### src/rtl/quadram_arbiter.sv
// Two-port round-robin arbiter in front of a single-port quad RAM, with a
// full-RAM zero-fill sequencer that takes priority over both requesters.
module quadram_arbiter #(
  parameter int ADDR_WIDTH = 11,
  parameter int DATA_WIDTH = 32
) (
  input  logic                  clk,
  input  logic                  rst_n,
  input  logic                  clr_start,
  output logic                  clr_busy,
  output logic                  clr_done,
  input  logic                  a_req,
  input  logic [3:0]            a_we,
  input  logic [ADDR_WIDTH-1:0] a_addr,
  input  logic [DATA_WIDTH-1:0] a_wdata,
  output logic                  a_gnt,
  output logic                  a_rvalid,
  input  logic                  b_req,
  input  logic [3:0]            b_we,
  input  logic [ADDR_WIDTH-1:0] b_addr,
  input  logic [DATA_WIDTH-1:0] b_wdata,
  output logic                  b_gnt,
  output logic                  b_rvalid,
  output logic [DATA_WIDTH-1:0] rdata,
  output logic                  ram_en,
  output logic [3:0]            ram_we,
  output logic [ADDR_WIDTH-1:0] ram_addr,
  output logic [DATA_WIDTH-1:0] ram_din,
  input  logic [DATA_WIDTH-1:0] ram_dout
);

  // state | meaning
  // IDLE  | arbitrate A/B requests, start a fill on clr_start
  // CLEAR | write zero to every RAM word, one per cycle, requesters stalled
  typedef enum logic {IDLE, CLEAR} state_t;

  localparam logic [ADDR_WIDTH-1:0] CNT_LAST = '1;

  state_t                state, state_nxt;
  logic [ADDR_WIDTH-1:0] cnt, cnt_nxt;
  logic                  ptr_b, ptr_b_nxt;
  logic                  done_nxt;
  logic                  a_rv_nxt, b_rv_nxt;

  always_ff @(posedge clk or negedge rst_n) begin
    if (!rst_n) begin
      state    <= IDLE;
      cnt      <= '0;
      ptr_b    <= 1'b0;
      clr_done <= 1'b0;
      a_rvalid <= 1'b0;
      b_rvalid <= 1'b0;
    end else begin
      state    <= state_nxt;
      cnt      <= cnt_nxt;
      ptr_b    <= ptr_b_nxt;
      clr_done <= done_nxt;
      a_rvalid <= a_rv_nxt;
      b_rvalid <= b_rv_nxt;
    end
  end

  always_comb begin
    state_nxt = state;
    cnt_nxt   = cnt;
    ptr_b_nxt = ptr_b;
    done_nxt  = 1'b0;
    a_gnt     = 1'b0;
    b_gnt     = 1'b0;
    ram_en    = 1'b0;
    ram_we    = 4'h0;
    ram_addr  = '0;
    ram_din   = '0;
    case (state)
      CLEAR: begin
        ram_en   = 1'b1;
        ram_we   = 4'hF;
        ram_addr = cnt;
        cnt_nxt  = cnt + 1'b1;
        if (cnt == CNT_LAST) begin
          state_nxt = IDLE;
          done_nxt  = 1'b1;
        end
      end
      default: begin
        if (clr_start) begin
          state_nxt = CLEAR;
          cnt_nxt   = '0;
        // grants are combinational from the requests, so hold them off in reset
        end else if (rst_n) begin
          if (a_req && (!b_req || !ptr_b)) begin
            a_gnt = 1'b1;
          end else if (b_req) begin
            b_gnt = 1'b1;
          end
        end
        if (a_gnt) begin
          ram_en    = 1'b1;
          ram_we    = a_we;
          ram_addr  = a_addr;
          ram_din   = a_wdata;
          ptr_b_nxt = 1'b1;
        end else if (b_gnt) begin
          ram_en    = 1'b1;
          ram_we    = b_we;
          ram_addr  = b_addr;
          ram_din   = b_wdata;
          ptr_b_nxt = 1'b0;
        end
      end
    endcase
    a_rv_nxt = a_gnt && (a_we == 4'h0);
    b_rv_nxt = b_gnt && (b_we == 4'h0);
  end

  assign clr_busy = (state == CLEAR);
  assign rdata    = ram_dout;

endmodule

### config.mk
export PLATFORM = sky130hd
export DESIGN_NAME = quadram_arbiter
export DESIGN_NICKNAME = d
export VERILOG_FILES = /design/src/rtl/quadram_arbiter.sv
export SDC_FILE = /design/constraint.sdc
export NUM_CORES = 1
export LEC_CHECK = 0
export BUFFER_PORTS_ARGS = -buffer_cell sky130_fd_sc_hd__buf_2
export CORE_AREA = 2 2 83 85
export CTS_CLUSTER_SIZE = 20
export DETAILED_ROUTE_END_ITERATION = 7
export DIE_AREA = 0 0 85 87
export HOLD_SLACK_MARGIN = 0.15
export PLACE_DENSITY = 0.83
export SYNTH_ARGS = -nofsm -noshare
export SYNTH_HDL_FRONTEND = slang
export SYNTH_SLANG_ARGS = --single-unit
### constraint.sdc
create_clock -name clk -period 1.84 [get_ports clk]
set_input_delay 0.46 -clock clk [delete_from_list [all_inputs] [get_ports clk]]
set_output_delay 0.46 -clock clk [all_outputs]
set_load 0.02 [all_outputs]
==> metrics list <==
- During placement, the flow inserted port buffers numbering 152.
- Yosys printed 0 warnings.
* Peak supply drop: 0.4068 mV
* Sequential Area: 401.6 sq um
- Static Leak: 1.534 nW
- TritonCTS created 3 clock buffers.
- Count of maximum capacitance violations: 0
* Setup repair after global routing missed its margin: true
- Achievable clock frequency: 0.4686 GHz
- 0 antenna diodes ended up in the layout.
- After legalization and detailed placement, the total HPWL measured 5065 microns.
- The layout has 611 filler cells.
* Post-Syn Nets: 329
- Full die area: 7395 sq um
- The worst setup path is of the input port to output port kind.
- Met3 layer usage reported by global route: 0.04834
- Number of slew-limit violations in the final report: 0
* Post-route DRC: 0
- The path class of the tightest hold or removal check is input port to async pin.
- At the worst endpoint, the required time is 1.38 ns.
* Crit-path max FO: 10
- Leaving out filler cells and counting taps, the final layout contains 412.
* Clock transition time at the flip-flop clock pins of the worst setup and hold paths: 0.07 ns
- Summed over all layers, the routed wires come to 7115 microns.
* Number of nets at the end of the flow: 465
- Entering global routing, the biggest net connects 26 pins.
- The worst setup path is captured at an output port.
- Total global-route track usage: 0.1702
- Top Usage Layer GRT: met2
- Y dimension of the die: 87 microns
- Number of DRC markers after the initial detailed-route iteration: 77
- Power per Cell Area: 564.4 nW/um^2
* Number of search-and-repair iterations in the first detailed-routing pass: 4
- Final critical path time including I/O delays and setup: 2.134 ns
- Placed insts: 396
- GP Congestion: 0.7957
- Die span in x: 85 microns
* Remaining Overflow, GRT: 0
- CTS Sinks: 16
- Summing every instance area after synthesis gives 1792 sq um.
* Worst path arrival time: 1.67 ns
- The initial antenna violation count is 0.
- Number of setup violations in the final report: 50
* Leading cell type in the layout, fill and taps excluded: sky130_fd_sc_hd__buf_2
- Number of global-route vias before repair: 2075
- Count of endpoints failing hold in the final timing report: 0
- Final Power: 1.785 mW
- Post-Route Skew: 0.003656 ns
- Fraction of layout cells with a size suffix above 1: 0.6627
- Outcome: finished with violations
* Most used cells in the layout excluding fill and tap cells: sky130_fd_sc_hd__buf_2 (101), sky130_fd_sc_hd__buf_6 (53), sky130_fd_sc_hd__a22o_1 (22)
- For this run, the register share of the synthesized area comes to 0.2235.
* Synthesized flop and latch total: 16
- Number of antenna-violating nets in the routed design: 0
* Insertion delay of the later-clocked pin in the worst-skew pair: 0.25 ns
* Mean area per synthesized cell: 9.095 sq um
- In this run the number of H-tree levels came out at 1.
* Placement Rows: 30
* Synthesized netlist cell count: 197
* Clock tree from TritonCTS: done
* Startpoint type of the worst setup path: input port
- At the pin with the least slew margin, the transition time is 0.5805 ns.
- The detailed router placed 2152 vias in this run.
- Violated checks: setup timing
- Using the TritonRoute via totals, the vias-per-cell ratio works out to 5.223.
- The multi-input combinational cells in the finished layout cover a total of 1184 sq um.
* Routed wire per std cell: 17.27 microns
* Number of buffers on the longest clock path: 2
- In this run the tightest slew margin relative to its limit is 0.6094.
- Standard cell core area: 6569 sq um
* Root buffer selected by CTS: sky130_fd_sc_hd__clkbuf_8
- Global-route wire length before repair: 10120 microns
- Global routing usage on met2: 0.2947
- Global routing usage on met1: 0.2062
- Setup slack on the critical path of the routed design comes to -0.2942 ns.
- For this configuration, the core starts out at a cell density of 0.2728.
* Post-synth cell types: 41
- IO Count: 217
- Signed area change from the synthesized netlist to the final layout: 76.54%
* Period Utilization, post-route: 1.160
critical path, cell delays in order:
cell and delay [ns]:
sky130_fd_sc_hd__buf_4 0.13, sky130_fd_sc_hd__nand2_4 0.07, sky130_fd_sc_hd__a2111oi_4 0.34, sky130_fd_sc_hd__buf_6 0.22, sky130_fd_sc_hd__buf_12 0.15, sky130_fd_sc_hd__a22o_1 0.17, sky130_fd_sc_hd__buf_6 0.12
synth_stat cells:
master                      number  area share
sky130_fd_sc_hd__nor2_1          2      0.0042
sky130_fd_sc_hd__or4b_2          1      0.0056
sky130_fd_sc_hd__or4_1           1      0.0042
sky130_fd_sc_hd__a22oi_1         1      0.0042
sky130_fd_sc_hd__a211oi_1        1      0.0042
sky130_fd_sc_hd__nand4_1         2      0.0070
sky130_fd_sc_hd__nor3_1          1      0.0028
sky130_fd_sc_hd__nor4_4          1       0.012
sky130_fd_sc_hd__nand2_1         7       0.015
sky130_fd_sc_hd__o21bai_1        1      0.0042
sky130_fd_sc_hd__a2111oi_0       1      0.0049
sky130_fd_sc_hd__ha_1            1      0.0070
sky130_fd_sc_hd__a22o_1         31        0.15
sky130_fd_sc_hd__buf_4          34        0.14
sky130_fd_sc_hd__buf_2           4       0.011
sky130_fd_sc_hd__mux2_2          1      0.0063
sky130_fd_sc_hd__nor4b_1         1      0.0049
sky130_fd_sc_hd__dfrtp_1        16        0.22
sky130_fd_sc_hd__and4_1          1      0.0049
sky130_fd_sc_hd__nor2b_1         8       0.028
sky130_fd_sc_hd__a22o_2          5       0.028
sky130_fd_sc_hd__and3_1          1      0.0035
sky130_fd_sc_hd__buf_6           5       0.031
sky130_fd_sc_hd__nor4_1          7       0.024
sky130_fd_sc_hd__and2_1          8       0.028
sky130_fd_sc_hd__a221o_1         9       0.050
sky130_fd_sc_hd__xor2_1          1      0.0049
sky130_fd_sc_hd__inv_1           2      0.0042
sky130_fd_sc_hd__nand2_2         1      0.0035
sky130_fd_sc_hd__nand2b_1        5       0.017
sky130_fd_sc_hd__a221o_2         8       0.050
sky130_fd_sc_hd__and4b_1         1      0.0056
sky130_fd_sc_hd__or4b_1          2       0.011
sky130_fd_sc_hd__o21ai_0         5       0.014
sky130_fd_sc_hd__a2111oi_4       1       0.015
sky130_fd_sc_hd__and2b_4         1      0.0056
sky130_fd_sc_hd__or3_1           1      0.0035
sky130_fd_sc_hd__nand3_1        10       0.028
sky130_fd_sc_hd__clkbuf_2        2      0.0056
sky130_fd_sc_hd__xnor2_1         2      0.0098
sky130_fd_sc_hd__clkbuf_1        4      0.0084
sequential cells by signal, indices dropped and copies added (netlist names):
name,cells
a_rvalid,1
clr_done,1
ptr_b,1
cnt,11
clr_busy,1
b_rvalid,1
final timing paths:
kind / from / end / slack, ns / depth (start not counted)
max: rst_n / ram_din[6] / -0.29 / 7
min: rst_n / cnt[3] / 0.20 / 2
max reg2reg: cnt[0] / clr_busy / 0.17 / 4
min reg2reg: cnt[5] / cnt[5] / 0.57 / 2
max in group asynchronous: rst_n / a_rvalid / 1.03 / 3
min in group clk: b_we[0] / b_rvalid / 0.51 / 3
layout make-up:
class | instances | share of cell area
clock buffer | 4 | 0.01741
inverter | 2 | 0.002373
multi-input combinational | 130 | 0.3742
sequential | 16 | 0.1270
tap | 80 | 0.03165
timing repair buffer | 180 | 0.4474
logic make-up (layout without fill, tap and decap cells):
family          Yosys count  count (layout)  synth area share
buf+inv                  51             186            0.2032
xor+xnor                  3               3           0.01467
mux                       1               1          0.006284
fa+ha+maj                 1               1          0.006982
flops                    16              16            0.2235
simple gates             62              62            0.2186
compound gates           63              63            0.3268
report_power, final:
| part | internal, mW | switching [mW] | leakage (nW) |
|---|---|---|---|
| Sequential | 0.443 | 0.145 | 0.190 |
| Combinational | 0.489 | 0.390 | 1.32 |
| Clock | 0.190 | 0.129 | 0.0288 |
| Total | 1.12 | 0.664 | 1.53 |
layer usage:
layer,up-vias,routed length (microns)
met4,0,119
met5,-,0
met2,119,3587
met1,1006,2778
li1,1011,-
met3,16,629
stage by stage:
stage | util | setup slack [ns] | cell area (sq um) | setup TNS (ns) | hold slack, ns
2_1_floorplan | - | -0.2254 | 1876 | -7.956 | 0.1644
3_3_place_gp | 0.3857 | -0.2714 | 2534 | -9.212 | 0.4242
3_5_place_dp | 0.3857 | -0.3235 | 2534 | -11.13 | 0.4338
4_1_cts | 0.4613 | -0.2844 | 3030 | -12.76 | 0.1949
5_1_grt | 0.4815 | -0.3412 | 3163 | -15.25 | 0.2041
6_report | 0.4815 | -0.2942 | 3163 | -13.20 | 0.1991
repair_timing:
item                       in CTS  in global routing
cloned                          2                  1
hold endpoints to repair        3                  0
gates resized for setup       101                 24
pin swaps                      15                  1
setup endpoints to repair      50                 50
buffers inserted                5                  3
hold buffers                    1                  0
No activity file was read; power rests on OpenSTA's default activity.
